<file path="config.mk">
export PLATFORM = sky130hd
export DESIGN_NAME = patchify_scheduler
export DESIGN_NICKNAME = d
export VERILOG_FILES = /design/src/rtl/patchify_scheduler.sv
export SDC_FILE = /design/constraint.sdc
export NUM_CORES = 1
export LEC_CHECK = 0
export ABC_AREA = 1
export CAP_MARGIN = 10
export CORE_MARGIN = 4
export CORE_UTILIZATION = 45
export CTS_BUF_LIST = sky130_fd_sc_hd__clkbuf_4 sky130_fd_sc_hd__clkbuf_8
export DETAILED_ROUTE_END_ITERATION = 6
export PLACE_DENSITY = 0.7
export SYNTH_ARGS = -nofsm -noshare
export SYNTH_HDL_FRONTEND = slang
export SYNTH_SLANG_ARGS = --single-unit
</file>
<file path="constraint.sdc">
create_clock -name clk -period 1.75 [get_ports clk]
set_input_delay 0.175 -clock clk [delete_from_list [all_inputs] [get_ports clk]]
set_output_delay 0.175 -clock clk [all_outputs]
set_load 0.01 [all_outputs]
</file>
<file path="src/rtl/patchify_scheduler.sv">
// patchify_scheduler: round-robin owner of the shared image patchifier.
// Grants one requester, pulses pf_en, waits for the patchifier DONE state
// (with timeout), streams patch indices downstream, then releases the
// patchifier and pulses done[] to the owner. All outputs are decoded from
// registered state.
module patchify_scheduler #(
    parameter int unsigned NUM_REQ           = 2,
    parameter int unsigned REQ_ID_W          = 1,
    parameter int unsigned TOTAL_NUM_PATCHES = 4,
    parameter int unsigned PATCH_IDX_W       = 2,
    parameter int unsigned TIMEOUT_CYCLES    = 1024,
    parameter int unsigned TO_W              = 10
) (
    input  logic                   clk,
    input  logic                   reset,
    input  logic [NUM_REQ-1:0]     req,
    output logic [NUM_REQ-1:0]     grant,
    output logic [REQ_ID_W-1:0]    img_sel,
    output logic                   pf_en,
    input  logic [2:0]             pf_state,
    output logic                   pf_output_taken,
    output logic                   out_valid,
    input  logic                   out_ready,
    output logic [PATCH_IDX_W-1:0] out_patch_idx,
    output logic                   out_last,
    output logic [NUM_REQ-1:0]     done,
    output logic                   busy,
    output logic                   err
);

    typedef enum logic [2:0] {
        S_IDLE    = 3'd0,
        S_START   = 3'd1,
        S_WAIT    = 3'd2,
        S_STREAM  = 3'd3,
        S_RELEASE = 3'd4,
        S_DRAIN   = 3'd5,
        S_ERR     = 3'd6
    } state_t;

    localparam logic [2:0]             PF_IDLE  = 3'b000;
    localparam logic [2:0]             PF_DONE  = 3'b100;
    localparam logic [PATCH_IDX_W-1:0] LAST_IDX = PATCH_IDX_W'(TOTAL_NUM_PATCHES - 1);
    localparam logic [TO_W-1:0]        TO_LAST  = TO_W'(TIMEOUT_CYCLES - 1);

    state_t                 state_q,   state_d;
    logic [NUM_REQ-1:0]     grant_q,   grant_d;
    logic [REQ_ID_W-1:0]    img_sel_q, img_sel_d;
    logic [REQ_ID_W-1:0]    ptr_q,     ptr_d;
    logic [PATCH_IDX_W-1:0] idx_q,     idx_d;
    logic [TO_W-1:0]        cnt_q,     cnt_d;
    logic                   err_q,     err_d;

    logic                   arb_found;
    logic [REQ_ID_W-1:0]    arb_win;
    int unsigned            arb_cand;

    // Round-robin search: first set req bit at or above ptr_q, wrapping around.
    always_comb begin
        arb_found = 1'b0;
        arb_win   = '0;
        arb_cand  = 0;
        for (int unsigned i = 0; i < NUM_REQ; i++) begin
            arb_cand = (32'(ptr_q) + i) % NUM_REQ;
            if (!arb_found && req[REQ_ID_W'(arb_cand)]) begin
                arb_found = 1'b1;
                arb_win   = REQ_ID_W'(arb_cand);
            end
        end
    end

    // Next-state logic for the job sequencer and its datapath registers.
    always_comb begin
        state_d   = state_q;
        grant_d   = grant_q;
        img_sel_d = img_sel_q;
        ptr_d     = ptr_q;
        idx_d     = idx_q;
        cnt_d     = cnt_q;
        err_d     = err_q;
        case (state_q)
            S_IDLE: begin
                if (arb_found) begin
                    grant_d   = NUM_REQ'(1) << arb_win;
                    img_sel_d = arb_win;
                    ptr_d     = REQ_ID_W'((32'(arb_win) + 1) % NUM_REQ);
                    state_d   = S_START;
                end
            end
            S_START: begin
                cnt_d   = '0;
                state_d = S_WAIT;
            end
            S_WAIT: begin
                // DONE wins over a timeout landing on the same cycle.
                if (pf_state == PF_DONE) begin
                    idx_d   = '0;
                    cnt_d   = '0;
                    state_d = S_STREAM;
                end else if (cnt_q == TO_LAST) begin
                    grant_d = '0;
                    err_d   = 1'b1;
                    state_d = S_ERR;
                end else begin
                    cnt_d = cnt_q + TO_W'(1);
                end
            end
            S_STREAM: begin
                if (out_ready) begin
                    if (idx_q == LAST_IDX) begin
                        state_d = S_RELEASE;
                    end else begin
                        idx_d = idx_q + PATCH_IDX_W'(1);
                    end
                end
            end
            S_RELEASE: begin
                state_d = S_DRAIN;
            end
            S_DRAIN: begin
                if (pf_state == PF_IDLE) begin
                    grant_d = '0;
                    idx_d   = '0;
                    state_d = S_IDLE;
                end
            end
            S_ERR: begin
                grant_d = '0;
            end
            default: begin
                grant_d = '0;
                state_d = S_IDLE;
            end
        endcase
    end

    // State and datapath registers with synchronous active-high reset.
    always_ff @(posedge clk) begin
        if (reset) begin
            state_q   <= S_IDLE;
            grant_q   <= '0;
            img_sel_q <= '0;
            ptr_q     <= '0;
            idx_q     <= '0;
            cnt_q     <= '0;
            err_q     <= 1'b0;
        end else begin
            state_q   <= state_d;
            grant_q   <= grant_d;
            img_sel_q <= img_sel_d;
            ptr_q     <= ptr_d;
            idx_q     <= idx_d;
            cnt_q     <= cnt_d;
            err_q     <= err_d;
        end
    end

    assign grant           = grant_q;
    assign img_sel         = img_sel_q;
    assign pf_en           = (state_q == S_START);
    assign pf_output_taken = (state_q == S_RELEASE);
    assign out_valid       = (state_q == S_STREAM);
    assign out_patch_idx   = idx_q;
    assign out_last        = (idx_q == LAST_IDX);
    assign done            = (state_q == S_RELEASE) ? grant_q : '0;
    assign busy            = (state_q != S_IDLE);
    assign err             = err_q;

endmodule
</file>
==> impl_summary.log, run 1 <==
INFO  metric timing.final.max_slew_violations = 0
INFO  metric sequential_cell_area = 412.9 µm²
INFO  metric dp_hpwl = 2097 µm
INFO  metric cts.htree.levels = 1
INFO  metric initialDrtViolationCount = 50
INFO  metric final_cell_count_no_fill = 249
INFO  metric drt_pass1_iterations = 4
INFO  metric finalCoreUtilization = 60.96%
INFO  metric fp.dieArea = 3621 µm²
INFO  metric crit_path_start_kind = register
INFO  metric report.final.hold_viol_count = 0
INFO  metric ios = 21
INFO  metric route.antenna.remaining_nets = 0
INFO  metric cts_inserted_buffers = 3
INFO  metric multi_input_comb_area = 686.9 µm²
INFO  metric grt_start_max_net_pins = 13
INFO  metric path_cells = inv_1 -> nand3_2 -> inv_1 -> clkdlybuf4s50_1
INFO  metric post-route-period-util = 94.30%
INFO  metric antenna_found_initial = 0
INFO  metric wire_length_of_the_first_global_routing_pass = 4498 µm
INFO  metric synthesis.area = 1225 µm²
INFO  metric fin_crit = 1.650 ns
INFO  metric insertedDiodeCount = 0
INFO  metric cpPeakStageDelay = 0.52 ns
INFO  metric max-slew-margin-rel = 80.71%
INFO  metric areaGrowthSynthToFinish = 26.66%
INFO  metric placeableCoreArea = 2545 µm²
INFO  metric max_cap_viol_count = 0
INFO  metric worst_hold_path.endpoint = cnt_q[0]
INFO  metric power_per_cell_area = 1274 nW/µm²
INFO  metric post_synth_inst_count = 195
INFO  metric cts.root.buffer_cell = sky130_fd_sc_hd__clkbuf_4
INFO  metric timing.critical_path.slowest_stage_cell = sky130_fd_sc_hd__clkdlybuf4s50_1
INFO  metric path_delay_family = buffers and inverters
INFO  metric hp-start = cnt_q[0]
INFO  metric vias_in_the_first_global_route = 1,075
INFO  metric critical_path_class = register to output port
INFO  metric io_buffer_count = 20
INFO  metric cts_sinks = 20
INFO  metric vdd_drop_max = 0.8036 mV
INFO  metric final_nets = 230
INFO  metric floorplan.die.width = 60.18 µm
INFO  metric r2r-end = cnt_q[9]
INFO  metric leakage = 0.7978 nW
INFO  metric initial_cell_density_of_the_core = 48.13%
INFO  metric timing.hold.worst.class = register to register
INFO  metric critical_path.reg2reg.startpoint = cnt_q[1]
INFO  metric tritoncts = done
INFO  metric globalplace.congestion = 0.7922
INFO  metric globalRouteTotalUtil = 16.01%
INFO  metric worstPathMaxFanout = 6
INFO  metric holdBufCountCts = 0
INFO  metric routed_wl = 2716 µm
INFO  metric timing.reg2reg.worst_path_depth = 9
INFO  metric drive_above_1_share = 14.61%
INFO  metric die_height = 60.18 µm
INFO  metric path_buf_inv = 3
INFO  metric clock_tree.buffer_depth = 2
INFO  metric layout.filler_cells = 241
INFO  metric most_common_cell_after_layout_fill_and_taps_aside = sky130_fd_sc_hd__nand2_1
INFO  metric worstSetupEndpointType = output port
INFO  metric row_count = 18
INFO  metric whs_path_depth = 1
INFO  metric critPathMostFrequentCell = sky130_fd_sc_hd__inv_1
INFO  metric viasPerCell = 4.819
INFO  metric final.setup.tns = 0 ns
INFO  metric cts_resized = 9
INFO  metric regToRegSetupSlack = 0.17 ns
INFO  metric worst_slack = 0.09975 ns
INFO  metric maxClockFrequency = 0.6060 GHz
INFO  metric worst_pin_slew = 0.2893 ns
INFO  metric final-setup-viol-count = 0
INFO  metric num_vias = 1,200
INFO  metric placedCellCount = 245
INFO  metric grt_setup_unrepaired = no
INFO  metric synth.distinct_cells = 22
INFO  metric synth_seq_cells = 20
INFO  metric drcViolationCount = 0
INFO  metric layout_common_cells = 48 x sky130_fd_sc_hd__nand2_1, 36 x sky130_fd_sc_hd__inv_1, 27 x sky130_fd_sc_hd__nor2_1
INFO  metric outcome = finished, final reports clean
INFO  metric clk-insertion-delay-late = 0.30 ns
INFO  metric synthesis.area_per_instance = 6.282 µm²
INFO  metric place_ws = 0.1382 ns
INFO  metric synthesis.nets = 205
INFO  metric worstSetupStartpoint = state_q[1]
INFO  metric cts.reportedPaths.clkPinSlew = 0.12 ns
INFO  metric timing.critical_path.arrival = 1.48 ns
INFO  metric globalRoute.totalOverflow = 0
INFO  metric seq_area_frac_synth = 32.69%
INFO  metric synth-warning-count = 0
INFO  metric timing.clock.skew = 0.001714 ns
INFO  metric detail_route.wl_per_cell = 10.91 µm
INFO  metric worst_ep_required_time = 1.57 ns
INFO  metric post-cts-setup-buffer-count = 0
-- sequential cells by signal (all words and copies together), names as in the netlist --
name	count
cnt_q	10
state_q	3
grant	2
out_patch_idx	2
err	1
img_sel	1
ptr_q	1
-- power by group --
part / switching, mW / internal, mW
Combinational: 0.565 / 0.378
Sequential: 0.101 / 0.552
Clock: 0.150 / 0.232
Total: 0.815 / 1.16
-- worst reg2reg max path, delay by kind of cell, from the launching register on --
family	cells	cell delay [ns]
AO/OA/AOI/OAI	1	0.14
flip-flops	1	0.38
buffers and inverters	1	0.11
AND/OR/NAND/NOR	6	0.70
adder cells (fa/ha/maj)	1	0.19
-- stage by stage --
stage / area, µm² / power [mW] / hold WS [ns]
floorplan: 1225 / 1.245 / 0.3532
global placement: 1461 / 1.530 / 0.4497
detailed placement: 1461 / 1.548 / 0.4518
CTS: 1528 / 1.971 / 0.4694
global route: 1551 / 2.138 / 0.4747
finish: 1551 / 1.976 / 0.4586
-- metal layers --
metal  track usage (%)  vias to the layer above  wire length [µm]
met5                 0                        -                 0
met4             3.165                        0                15
met3             4.104                        2               119
met2             25.46                       20              1323
met1             21.79                      524              1258
li1                  -                      654                 -
-- how the worst max path moves through the flow --
stage,end,cells past startpoint
2_1_floorplan,cnt_q[5],10
3_3_place_gp,state_q[2],8
3_5_place_dp,state_q[1],8
4_1_cts,busy,5
5_1_grt,pf_en,4
6_report,pf_en,4
-- cell families (layout without fill, tap and decap cells) --
family                     count (synthesis)  in the layout  synth area share, %
and+or+nand+nor                          114            114                43.82
buffers and inverters                     40             64                12.67
DFF                                       20             20                32.69
AOI/OAI and AO/OA                         19             19                8.785
adders and majority gates                  2              2                2.043
-- cells in the mapped netlist, drive strengths merged --
library cell	count	share of area [%]
a21boi	1	0.92
a21oi	10	4.1
a31oi	1	0.51
dfxtp	20	33
dlygate4sd1	1	0.72
ha	2	2.0
inv	39	12
nand2	55	19
nand3	19	9.6
nand4	5	2.6
nor2	33	12
o211ai	1	0.61
o21ai	5	2.0
o21bai	1	0.61
or2	2	1.0
-- layout make-up --
type                            instances  area share, %
Inverter                               39          9.597
Tap cell                               30          2.419
Sequential cell                        20          26.61
Clock buffer                            3          1.452
Timing Repair Buffer                   21          13.71
Clock inverter                          1          1.935
Multi-Input combinational cell        135          44.27
(Power assumes the default switching activity.)
==> run 2: changes to the inputs <==
DONT_BUFFER_PORTS = 1   (was not set)
PLACE_DENSITY = not set   (was 0.7)
==> impl_summary.log, run 2 (synthesized netlist as in run 1, its figures left out) <==
INFO  metric max-slew-margin-rel = 74.86% (-5.8 points)
INFO  metric wl_met2 = 1233 µm (-6.8%)
INFO  metric cts.root.buffer_cell = sky130_fd_sc_hd__clkbuf_4
INFO  metric holdBufCountCts = 1 (+1)
INFO  metric clk-insertion-delay-late = 0.30 ns (about the same)
INFO  metric crit_path_start_kind = register
INFO  metric worst_pin_slew = 0.3771 ns (+0.08772 ns)
INFO  metric timing.hold.worst.class = input pin to register
INFO  metric drcViolationCount = 0 (unchanged)
INFO  metric placeableCoreArea = 2545 µm² (unchanged)
INFO  metric power_per_cell_area = 1357 nW/µm² (+6.6%)
INFO  metric fp.dieArea = 3621 µm² (unchanged)
INFO  metric report.final.hold_viol_count = 0 (unchanged)
INFO  metric initialDrtViolationCount = 124 (+150%)
INFO  metric cts.reportedPaths.clkPinSlew = 0.12 ns (about the same)
INFO  metric antenna_found_initial = 0 (unchanged)
INFO  metric top_registers = cnt_q x10, state_q x3
INFO  metric globalplace.congestion = 0.9194 (+16%)
INFO  metric worstPathMaxFanout = 7 (+1)
INFO  metric regMostFlops = cnt_q
INFO  metric vdd_drop_max = 0.9007 mV (+12%)
INFO  metric areaGrowthSynthToFinish = 8.069%
INFO  metric num_vias = 1,161 (-3.3%)
INFO  metric largest_reg_flops = 10 (unchanged)
INFO  metric insertedDiodeCount = 0 (unchanged)
INFO  metric top_layer = met4
INFO  metric max_cap_viol_count = 0 (unchanged)
INFO  metric routed_wl = 2685 µm (-1.1%)
INFO  metric route.antenna.remaining_nets = 0 (unchanged)
INFO  metric io_buffer_count = 0 (-100%)
INFO  metric cts_inserted_buffers = 3 (unchanged)
INFO  metric worst_slack = 0.2144 ns (+0.1146 ns)
INFO  metric layout.filler_cells = 263 (+9.1%)
INFO  metric grt_start_max_net_pins = 13 (unchanged)
INFO  metric cpPeakStageDelay = 0.38 ns (-0.14 ns)
INFO  metric timing.hold.ws = 0.07439 ns (-0.3842 ns)
INFO  metric cts.htree.levels = 1 (unchanged)
INFO  metric final-setup-viol-count = 0 (unchanged)
INFO  metric drt_pass1_iterations = 4 (unchanged)
INFO  metric final_nets = 211 (-8.3%)
INFO  metric detailed_routed_wire_length_on_met3 = 122 µm (+2.5%)
INFO  metric leakage = 0.6690 nW (-16%)
INFO  metric initial_cell_density_of_the_core = 48.13% (unchanged)
INFO  metric timing.critical_path.slowest_stage_cell = sky130_fd_sc_hd__dfxtp_1
INFO  metric floorplan.die.width = 60.18 µm (unchanged)
INFO  metric wl_met1 = 1270 µm (+0.95%)
INFO  metric maxClockFrequency = 0.6512 GHz (+7.5%)
INFO  metric post-route-period-util = 87.75% (-6.5 points)
INFO  metric grt_setup_unrepaired = no
INFO  metric worstSetupEndpointType = register
INFO  metric most_common_cell_after_layout_fill_and_taps_aside = sky130_fd_sc_hd__nand2_1
INFO  metric vias_in_the_first_global_route = 1,070 (-0.47%)
INFO  metric critical_path_class = register to register
INFO  metric worst_ep_required_time = 1.99 ns (+0.42 ns)
INFO  metric drive_above_1_share = 12.00% (-2.6 points)
INFO  metric row_count = 18 (unchanged)
INFO  metric cts_sinks = 20 (unchanged)
INFO  metric cts_resized = 0 (-9)
INFO  metric die_height = 60.18 µm (unchanged)
INFO  metric globalRouteTotalUtil = 16.60% (+0.59 points)
INFO  metric clock_tree.buffer_depth = 2 (unchanged)
INFO  metric timing.clock.skew = 0.002501 ns (+0.0007871 ns)
INFO  metric timing.critical_path.arrival = 1.78 ns (+0.30 ns)
INFO  metric fin_crit = 1.536 ns (-0.1146 ns)
INFO  metric ios = 21 (unchanged)
INFO  metric place_ws = 0.2429 ns (+0.1047 ns)
INFO  metric final.setup.tns = 0 ns (unchanged)
INFO  metric path_cells = ha_1 -> nand2_1 -> nor2_4 -> nand3_1 -> nand2_1 -> nand2_4 -> inv_2 -> nand2_1 -> a21oi_1
INFO  metric outcome = finished, final reports clean
INFO  metric viasPerCell = 5.048 (+4.7%)
INFO  metric tritoncts = done
INFO  metric detail_route.wl_per_cell = 11.67 µm (+7.0%)
INFO  metric dp_hpwl = 2063 µm (-1.6%)
INFO  metric wire_length_of_the_first_global_routing_pass = 4567 µm (+1.5%)
INFO  metric globalRoute.totalOverflow = 0 (unchanged)
INFO  metric post-cts-setup-buffer-count = 0 (unchanged)
INFO  metric layout_common_cells = 49 x sky130_fd_sc_hd__nand2_1, 36 x sky130_fd_sc_hd__inv_1, 29 x sky130_fd_sc_hd__nor2_1
INFO  metric timing.final.max_slew_violations = 0 (unchanged)
INFO  metric critPathMostFrequentCell = sky130_fd_sc_hd__nand2_1
==> run 2: worst paths after layout <==
check,startpoint,slack [ns],cells after the start,endpoint
max,cnt_q[0],0.21,9,cnt_q[9]
min,reset,0.07,3,cnt_q[7]
max reg2reg,cnt_q[0],0.21,9,cnt_q[9]
min reg2reg,cnt_q[0],0.49,1,cnt_q[0]
==> run 2: layer usage <==
metal | GRT usage (%) | vias to the layer above
met5 | 0 | -
met4 | 4.114 | 0
met3 | 4.536 | 6
met2 | 25.62 | 29
met1 | 22.71 | 515
li1 | - | 611
==> run 2: layout make-up <==
type	instances	area, µm²	area share [%]
Clock buffer	3	22.52	1.701
Clock inverter	1	30.03	2.268
Inverter	39	146.4	11.06
Multi-Input combinational cell	135	669.4	50.57
Sequential cell	20	400.4	30.25
Tap cell	30	37.54	2.836
Timing Repair Buffer	2	17.52	1.323
==> run 2: worst max-delay path: cells and delay by family, from the launching register on <==
family / cells / cell delay [ns]
compound gates: 1 / 0.12
fa+ha+maj: 1 / 0.17
buf+inv: 1 / 0.11
flops: 1 / 0.38
simple gates: 6 / 0.70
==> run 2: power breakdown <==
group	internal, mW	leakage [nW]	switching, mW
sequential	0.536	0.163	0.113
clock	0.231	0.0279	0.150
combinational	0.250	0.478	0.517
total	1.02	0.669	0.779
==> run 2: metrics by stage <==
step	instances	cell area [µm²]	power, mW	utilization [%]
2_1_floorplan	195	1225	1.245	-
3_3_place_gp	225	1261	1.402	49.56
3_5_place_dp	225	1261	1.418	49.56
4_1_cts	230	1324	1.806	52.02
5_1_grt	230	1324	1.960	52.02
6_report	230	1324	1.797	52.02
==> run 3: changes to the inputs <==
CORE_UTILIZATION = 30   (was 45)
==> impl_summary.log, run 3 (synthesized netlist as in run 1, its figures left out) <==
INFO  metric timing.critical_path.arrival = 1.70 ns (-0.08 ns)
INFO  metric place_ws = 0.2585 ns (+0.01557 ns)
INFO  metric vdd_drop_max = 0.2949 mV (-67%)
INFO  metric worst_pin_slew = 0.3970 ns (+0.01993 ns)
INFO  metric max_cap_viol_count = 0 (unchanged)
INFO  metric power_per_cell_area = 1302 nW/µm² (-4.0%)
INFO  metric globalplace.congestion = 0.7655 (-17%)
INFO  metric io_buffer_count = 0 (unchanged)
INFO  metric die_height = 71.90 µm (+19%)
INFO  metric worstSetupStartpoint = cnt_q[0]
INFO  metric timing.hold.ws = 0.1151 ns (+0.04071 ns)
INFO  metric fp.dieArea = 5170 µm² (+43%)
INFO  metric maxClockFrequency = 0.6653 GHz (+2.2%)
INFO  metric placeableCoreArea = 3799 µm² (+49%)
INFO  metric route.antenna.remaining_nets = 0 (unchanged)
INFO  metric worstSetupEndpointType = register
INFO  metric timing.final.max_slew_violations = 0 (unchanged)
INFO  metric top_usage_layer = met2
INFO  metric grt_setup_unrepaired = no
INFO  metric globalRouteTotalUtil = 10.97% (-5.6 points)
INFO  metric final_nets = 211 (unchanged)
INFO  metric cts.root.buffer_cell = sky130_fd_sc_hd__clkbuf_8
INFO  metric timing.clock.skew = 0.004756 ns (+0.002254 ns)
INFO  metric hp-start = reset
INFO  metric clock_tree.buffer_depth = 2 (unchanged)
INFO  metric worst_ep_required_time = 1.94 ns (-0.05 ns)
INFO  metric dp_hpwl = 2055 µm (-0.37%)
INFO  metric initial_cell_density_of_the_core = 32.25% (-16 points)
INFO  metric grt_start_max_net_pins = 12 (-1)
INFO  metric cts_inserted_buffers = 3 (unchanged)
INFO  metric most_common_cell_after_layout_fill_and_taps_aside = sky130_fd_sc_hd__nand2_1
INFO  metric critPathMostFrequentCell = sky130_fd_sc_hd__nand2_1
INFO  metric critical_path_class = register to register
INFO  metric cts_sinks = 20 (unchanged)
INFO  metric drcViolationCount = 0 (unchanged)
INFO  metric grt_use_met2 = 17.76% (-7.9 points)
INFO  metric globalRouteMet3Util = 4.986% (+0.45 points)
INFO  metric drive_above_1_share = 12.00% (unchanged)
INFO  metric worstPathMaxFanout = 7 (unchanged)
INFO  metric crit_path_start_kind = register
INFO  metric viasPerCell = 4.528 (-10%)
INFO  metric final.setup.tns = 0 ns (unchanged)
INFO  metric layout_common_cells = 49 x sky130_fd_sc_hd__nand2_1, 36 x sky130_fd_sc_hd__inv_1, 29 x sky130_fd_sc_hd__nor2_1
INFO  metric leakage = 0.6699 nW (+0.12%)
INFO  metric regMostFlops = cnt_q
INFO  metric grtUsageMet1 = 13.34% (-9.4 points)
INFO  metric largest_reg_flops = 10 (unchanged)
INFO  metric cts.reportedPaths.clkPinSlew = 0.08 ns (-0.04 ns)
INFO  metric insertedDiodeCount = 0 (unchanged)
INFO  metric final-setup-viol-count = 0 (unchanged)
INFO  metric timing.hold.worst.class = input pin to register
INFO  metric fin_crit = 1.503 ns (-0.03263 ns)
INFO  metric wire_length_of_the_first_global_routing_pass = 4519 µm (-1.1%)
INFO  metric post-route-period-util = 85.89% (-1.9 points)
INFO  metric post-cts-setup-buffer-count = 0 (unchanged)
INFO  metric detail_route.wl_per_cell = 10.54 µm (-9.7%)
INFO  metric report.final.hold_viol_count = 0 (unchanged)
INFO  metric regToRegSetupSlack = 0.25 ns (+0.03 ns)
INFO  metric vias_in_the_first_global_route = 1,010 (-5.6%)
INFO  metric outcome = finished, final reports clean
INFO  metric globalRoute.totalOverflow = 0 (unchanged)
INFO  metric row_count = 22 (+4)
INFO  metric drt_pass1_iterations = 4 (unchanged)
INFO  metric timing.reg2reg.worst_path_depth = 9 (unchanged)
INFO  metric whs_path_depth = 3 (unchanged)
INFO  metric cts.htree.levels = 1 (unchanged)
INFO  metric report.power.total = 1.757 mW (-2.2%)
INFO  metric top_registers = cnt_q x10, state_q x3
INFO  metric antenna_found_initial = 0 (unchanged)
INFO  metric ios = 21 (unchanged)
INFO  metric routed_wl = 2614 µm (-2.6%)
INFO  metric worst_slack = 0.2470 ns (+0.03263 ns)
INFO  metric path_cells = ha_1 -> nand2_1 -> nor2_4 -> nand3_1 -> nand2_1 -> nand2_4 -> inv_2 -> nand2_1 -> a21oi_1
INFO  metric tritoncts = done
INFO  metric initialDrtViolationCount = 74 (-40%)
INFO  metric timing.critical_path.slowest_stage_cell = sky130_fd_sc_hd__dfxtp_1
INFO  metric cpPeakStageDelay = 0.37 ns (about the same)
INFO  metric max-slew-margin-rel = 73.45% (-1.4 points)
INFO  metric clk-insertion-delay-late = 0.26 ns (-0.04 ns)
INFO  metric critical_path.reg2reg.startpoint = cnt_q[0]
INFO  metric areaGrowthSynthToFinish = 10.11%
INFO  metric floorplan.die.width = 71.90 µm (+19%)
INFO  metric num_vias = 1,123 (-3.3%)
## run 3: cell types whose count changed in the layout (fill, tap and decap cells not counted), sizes merged
cell,change
bufinv,-1
clkbuf,+1
## run 3: critical path: cells and delay by family, from the launching register on
| family | cells | cell delay, ns |
|---|---|---|
| adders and majority gates | 1 | 0.17 |
| and+or+nand+nor | 6 | 0.66 |
| DFF | 1 | 0.37 |
| buffers and inverters | 1 | 0.10 |
| AOI/OAI and AO/OA | 1 | 0.13 |
## run 3: area by class of cell
cell class / instances / area (µm²)
Fill cell: 425 / 2450
Clock buffer: 4 / 55.05
Multi-Input combinational cell: 135 / 669.4
Tap cell: 48 / 60.06
Timing Repair Buffer: 2 / 17.52
Sequential cell: 20 / 400.4
Inverter: 39 / 146.4
## run 3: final timing paths
check | endpoint
worst max-delay path | cnt_q[9]
worst min-delay path | cnt_q[7]
worst max register to register | cnt_q[9]
worst min register to register | cnt_q[1]
## run 3: stage by stage
stage	cells	util [%]	instance area, µm²
final	248	35.51	1349
after global routing	248	35.51	1349
after CTS	248	35.51	1349
after detailed placement	243	33.79	1284
after global placement	243	33.79	1284
after floorplan	195	-	1225
## run 3: what timing repair did
| item | CTS | global route |
|---|---|---|
| resized for setup | 0 | 0 |
| hold buffers | 1 | 0 |
| hold endpoints to repair | 9 | 0 |
## run 3: metal layers
layer | vias up | wire, µm
li1 | 613 | -
met5 | - | 0
met4 | 0 | 8
met1 | 479 | 1222
met3 | 2 | 209
met2 | 29 | 1173
## run 3: power breakdown
| part | total [mW] | internal [mW] | switching (mW) |
|---|---|---|---|
| Sequential | 0.651 | 0.536 | 0.114 |
| Combinational | 0.741 | 0.250 | 0.491 |
| Clock | 0.365 | 0.201 | 0.164 |
